$ cat src/rtl/inj_trig_sequencer.sv
// Charge-injection scan sequencer: repeats INJ/TRIG pulse pairs with a programmed period.
// Outputs are registered from next-state (INJ rises 2 edges after START); near-full FIFO holds the block in CHECK between repetitions.
module inj_trig_sequencer #(
  parameter int CNT_WIDTH = 16,
  parameter int REP_WIDTH = 16
) (
  input  logic                 CLK,
  input  logic                 RST_N,
  input  logic                 START,
  input  logic                 ABORT,
  input  logic [REP_WIDTH-1:0] CONF_REPEAT,
  input  logic [CNT_WIDTH-1:0] CONF_INJ_WIDTH,
  input  logic [CNT_WIDTH-1:0] CONF_TRIG_DELAY,
  input  logic [CNT_WIDTH-1:0] CONF_TRIG_WIDTH,
  input  logic [CNT_WIDTH-1:0] CONF_PERIOD,
  input  logic                 CONF_EN_TRIG,
  input  logic                 FIFO_NEAR_FULL,
  output logic                 INJ,
  output logic                 TRIG,
  output logic                 BUSY,
  output logic                 DONE,
  output logic                 STALL,
  output logic [REP_WIDTH-1:0] INJ_COUNT
);

  localparam int TW = CNT_WIDTH + 1;
  localparam logic [TW-1:0]        T_ONE = TW'(1);
  localparam logic [REP_WIDTH-1:0] C_ONE = REP_WIDTH'(1);

  typedef enum logic [1:0] {IDLE, CHECK, RUN} state_t;

  state_t               state, state_nxt;
  logic [TW-1:0]        t, t_nxt;
  logic [TW-1:0]        pe, pe_calc, trig_end_cfg, trig_end_q;
  logic [REP_WIDTH-1:0] rep_q, count_nxt;
  logic [CNT_WIDTH-1:0] inj_w_q, trig_d_q, trig_w_q;
  logic                 en_trig_q;
  logic                 done_nxt, inj_nxt, trig_nxt, stall_nxt;
  logic                 accept, last_cyc;

  assign accept       = (state == IDLE) && START && !ABORT;
  assign last_cyc     = (state == RUN) && (t == pe - T_ONE);
  assign trig_end_cfg = {1'b0, CONF_TRIG_DELAY} + {1'b0, CONF_TRIG_WIDTH};
  assign trig_end_q   = {1'b0, trig_d_q} + {1'b0, trig_w_q};
  assign BUSY         = (state != IDLE);

  // Period is stretched so the INJ pulse and the whole TRIG window always fit.
  always_comb begin
    pe_calc = {1'b0, CONF_PERIOD};
    if ({1'b0, CONF_INJ_WIDTH} > pe_calc) pe_calc = {1'b0, CONF_INJ_WIDTH};
    if (CONF_EN_TRIG && (trig_end_cfg > pe_calc)) pe_calc = trig_end_cfg;
    if (pe_calc == '0) pe_calc = T_ONE;
  end

  always_ff @(posedge CLK or negedge RST_N) begin
    if (!RST_N) begin
      state     <= IDLE;
      t         <= '0;
      INJ_COUNT <= '0;
      DONE      <= 1'b0;
    end else begin
      state     <= state_nxt;
      t         <= t_nxt;
      INJ_COUNT <= count_nxt;
      DONE      <= done_nxt;
    end
  end

  always_comb begin
    state_nxt = state;
    t_nxt     = t;
    count_nxt = INJ_COUNT;
    done_nxt  = DONE;
    if (ABORT) begin
      state_nxt = IDLE;
    end else begin
      case (state)
        IDLE: begin
          if (START) begin
            state_nxt = CHECK;
            count_nxt = '0;
            done_nxt  = 1'b0;
          end
        end
        CHECK: begin
          if (!FIFO_NEAR_FULL) begin
            state_nxt = RUN;
            t_nxt     = '0;
          end
        end
        RUN: begin
          if (last_cyc) begin
            count_nxt = INJ_COUNT + C_ONE;
            if ((rep_q != '0) && (count_nxt == rep_q)) begin
              state_nxt = IDLE;
              done_nxt  = 1'b1;
            end else begin
              state_nxt = CHECK;
            end
          end else begin
            t_nxt = t + T_ONE;
          end
        end
        default: state_nxt = IDLE;
      endcase
    end
  end

  always_comb begin
    inj_nxt   = (state_nxt == RUN) && (t_nxt < {1'b0, inj_w_q});
    trig_nxt  = (state_nxt == RUN) && en_trig_q &&
                (t_nxt >= {1'b0, trig_d_q}) && (t_nxt < trig_end_q);
    stall_nxt = (state == CHECK) && (state_nxt == CHECK);
  end

  always_ff @(posedge CLK or negedge RST_N) begin
    if (!RST_N) begin
      INJ       <= 1'b0;
      TRIG      <= 1'b0;
      STALL     <= 1'b0;
      pe        <= T_ONE;
      rep_q     <= '0;
      inj_w_q   <= '0;
      trig_d_q  <= '0;
      trig_w_q  <= '0;
      en_trig_q <= 1'b0;
    end else begin
      INJ   <= inj_nxt;
      TRIG  <= trig_nxt;
      STALL <= stall_nxt;
      if (accept) begin
        pe        <= pe_calc;
        rep_q     <= CONF_REPEAT;
        inj_w_q   <= CONF_INJ_WIDTH;
        trig_d_q  <= CONF_TRIG_DELAY;
        trig_w_q  <= CONF_TRIG_WIDTH;
        en_trig_q <= CONF_EN_TRIG;
      end
    end
  end

endmodule

$ cat config.mk
export PLATFORM = sky130hd
export DESIGN_NAME = inj_trig_sequencer
export DESIGN_NICKNAME = d
export VERILOG_FILES = /design/src/rtl/inj_trig_sequencer.sv
export SDC_FILE = /design/constraint.sdc
export NUM_CORES = 1
export LEC_CHECK = 0
export ABC_AREA = 1
export CAP_MARGIN = 5
export CORE_AREA = 2 2 207 209
export DETAILED_ROUTE_END_ITERATION = 10
export DIE_AREA = 0 0 209 211
export GPL_ROUTABILITY_DRIVEN = 0
export MAX_ROUTING_LAYER = met4
export SYNTH_ARGS = -nofsm -noshare
export SYNTH_HDL_FRONTEND = slang
export SYNTH_SLANG_ARGS = --single-unit
$ cat constraint.sdc
create_clock -name CLK -period 3.3 [get_ports CLK]
set_input_delay 0.495 -clock CLK [delete_from_list [all_inputs] [get_ports CLK]]
set_output_delay 0.495 -clock CLK [all_outputs]
set_load 0.01 [all_outputs]
==> flow_summary_export.csv <==
group,metric,value,unit
status,status,"complete, but fails checks",
status,violations,"negative setup slack",
global_routing,grt_usage,17.20,%
routing,routed_wl,38040,um
cells_and_area,postLayoutCoreUtil,40.13,%
routing,drt_pre_antenna_iters,5,
cells_and_area,final_cell_count_no_fill,2451,
worst_setup_path,reg2reg_slack,-0.61,ns
synth,synth_top_flop_cell,"dfrtp_1",
cells_and_area,area_growth,62.64,%
cells_and_area,seq_area,3030,um^2
worst_setup_path,startpoint_type,"flop",
synth,ys_warn_count,0,
worst_setup_path,crit_path_end_kind,"flop",
synth,yosysTopAreaCell,"dfrtp_1",
cells_and_area,post-route-cell-area,16760,um^2
synth,yosysSeqAreaShare,29.40,%
timing,period_needed,3.914,ns
clock_network,numClockSinks,121,
cells_and_area,fillers,4062,
synth,synth-edff-count,0,
pwr,p_leak,8.110,nW
pwr,peakVddDrop,0.0003291,V
worst_setup_path,crit_arrival,4.25,ns
timing,finalHoldViolCount,0,
routing,avgViaCountPerCell,4.708,
worst_setup_path,rr_startpoint,"pe[0]$_DFFE_PN1P_",
placement,numPortBuffers,106,
routing,drc_errors,0,
pwr,p_comb_share,54.7,%
clock_network,hold_buffers,0,
pwr,p_clk_share,22.1,%
timing,report.final.setup_viol,17,
timing,timing.final.crit_share,118.6,%
hold_path,min_path_type,"in -> async",
timing,relSlewSlack,53.15,%
timing,worstMarginPinSlew,0.6955,ns
timing,fmax,255.5,MHz
worst_setup_path,required,3.64,ns
placement,dp_hpwl,28410,um
synth,syn-cell-area,10300,um^2
clock_network,cts_max_level,4,
timing,clock_skew,0.01721,ns
global_routing,grt_max_degree,110,
cells_and_area,final_cell_mix,"383 x nand2_1, 298 x buf_4, 155 x inv_1",
synth,syn-instance-count,1476,
synth,yosys.area.top_type_share,29.14,%
timing,rsz0062_at_grt,"true",
synth,avgSynthCellArea,6.982,um^2
die,fp.dieW,209,um
clock_network,numCtsBuffers,17,
cells_and_area,nets,2107,
die,pin_count,107,
pwr,p_seq_share,23.2,%
timing,report.final.slew_viol_count,0,
run,drv_cap,0,
synth,synthArstFlopShare,100.0,%
clock_network,clkTransAtPathRegs,0.07,ns
cells_and_area,antennaDiodeCount,0,
synth,synth_area_leaders,"dfrtp_1 29%, nand2_1 17%, ha_1 14%",
synth,synth_nets,1682,
worst_setup_path,crit_path_max_fanout,4,
clock_network,cts_tree,"built",
cells_and_area,drive_above_1_share,37.13,%
global_routing,antenna_found_initial,0,
die,floorplan.initialDensity,24.68,%
die,die_h,211,um
timing,holdWs,0.09932,ns
worst_setup_path,rr_worst_depth,25,
clock_network,cts_buffer_depth,2,
routing,drt_iter0_markers,579,
die,fp.dieArea,44100,um^2
routing,postRouteAntennaNets,0,
global_routing,grt_first_pass_wirelength,58390,um
pwr,switching_power,3.428,mW
worst_setup_path,path_class,"reg -> reg",
routing,num_vias,11539,
die,row_count,75,
clock_network,clockRootBuffer,"clkbuf_16",
pwr,swShare,39.79,%
timing,timing.final.ws_setup,-0.6142,ns
pwr,p_int,5.186,mW
clock_network,clk_latency,0.44,ns
worst_setup_path,crit_slowest_cell,"dfstp_2",
worst_setup_path,worstReg2RegEnd,"TRIG$_DFF_PN0_",
worst_setup_path,critical_path.max_stage_delay,0.55,ns
global_routing,overflow,0,
synth,synth_cell_types,55,
synth,synth_seq_cells,121,
die,core_area,41760,um^2
global_routing,grt_pass1_vias,11585,
cells_and_area,multiInputGateArea,8058,um^2
placement,dp.cells,2370,
placement,post_dp_cell_area,14100,um^2
cells_and_area,layout_commonest_cell,"nand2_1",
pwr,power_density,514.0,nW/um^2
routing,wl_per_cell,15.52,um
## layout make-up
cell class	instances	share of cell area (%)
Clock buffer	19	2.583
Clock inverter	11	0.8959
Inverter	192	4.464
Multi-Input combinational cell	1136	48.08
Sequential cell	121	18.08
Tap cell	539	4.024
Timing Repair Buffer	433	21.87
## routing by layer
metal | up-vias | global-route usage, % | wire (um)
met2 | 305 | 29.47 | 18860
met5 | - | - | 0
met3 | 75 | 2.572 | 1641
met4 | 0 | 6.576 | 1355
li1 | 5695 | - | -
met1 | 5464 | 20.41 | 16190
## flip-flops by register name, summed over array words and instances (netlist names)
register   cells
en_trig_q      1
inj_w_q       16
state          2
trig_w_q      16
STALL          1
pe            17
INJ_COUNT     16
DONE           1
trig_d_q      16
TRIG           1
t             17
INJ            1
rep_q         16
## critical path, delay by kind of cell, from the launching register on
kind,cells,cell delay [ns]
AND/OR/NAND/NOR,13,1.36
AO/OA/AOI/OAI,6,1.06
adder cells (fa/ha/maj),2,0.62
flip-flops,1,0.55
buffers and inverters,4,0.25
## synth_stat cells, types with 2 or more instances
cell and instances:
a211oi_1 8, a21o_1 2, a21oi_1 66, a21oi_2 2
a22oi_1 2, a31oi_1 5, buf_2 4, buf_4 2
clkbuf_1 20, dfrtp_1 120, fa_1 2, ha_1 118
inv_1 186, inv_2 5, nand2_1 455, nand2_2 9
nand3_1 65, nand3_2 3, nand3b_1 8, nand4_1 19
nor2_1 103, nor2_2 11, nor2_8 2, nor3_1 25
nor4_1 9, o211ai_1 4, o21a_1 5, o21ai_0 109
o21ai_1 5, o21bai_1 5, o221ai_1 3, o22ai_1 15
o31ai_1 3, or2_2 5, xnor2_1 11, xor2_1 41
## power by group through the flow
| stage | registers, mW | logic [mW] | clock network, mW |
|---|---|---|---|
| CTS | 1.99 | 4.28 | 1.95 |
| global route | 2.03 | 5.18 | 2.03 |
| finish | 2.00 | 4.71 | 1.91 |
| floorplan | 1.95 | 2.06 | 0 |
| global placement | 2.00 | 3.57 | 0 |
| detailed placement | 2.01 | 3.66 | 0 |
## metrics by stage
step	TNS, ns	power [mW]	worst slack, ns
after detailed placement	-18.28	5.666	-1.200
after global routing	-7.430	9.244	-0.8108
after global placement	-17.23	5.571	-1.138
after floorplan	-0.2315	4.012	-0.1492
final	-3.149	8.615	-0.6142
after CTS	-2.408	8.219	-0.5893
## kinds of logic after synthesis
kind of cell,share of synthesized area (%)
buf+inv,8.098
fa+ha+maj,14.72
xor+xnor,4.735
simple gates,29.86
compound gates,13.20
flops,29.40
## how the worst max path moves through the flow
stage                 startpoint           endpoint  slack, ns  cells past startpoint
2_1_floorplan     CONF_PERIOD[5]  pe[0]$_DFFE_PN1P_      -0.15                     32
3_3_place_gp     CONF_PERIOD[11]  pe[0]$_DFFE_PN1P_      -1.14                     33
3_5_place_dp      CONF_PERIOD[9]  pe[0]$_DFFE_PN1P_      -1.20                     33
4_1_cts        pe[0]$_DFFE_PN1P_     TRIG$_DFF_PN0_      -0.59                     25
5_1_grt        pe[1]$_DFFE_PN0P_     TRIG$_DFF_PN0_      -0.81                     30
6_report       pe[0]$_DFFE_PN1P_     TRIG$_DFF_PN0_      -0.61                     25
## what timing repair did
action                     in CTS  in global routing
cloned                          6                  0
setup endpoints to repair      18                 18
gates resized for setup       412                179
pin swaps                      89                 90
buffers inserted               42                 14
Power figures use the tool's default switching activity.
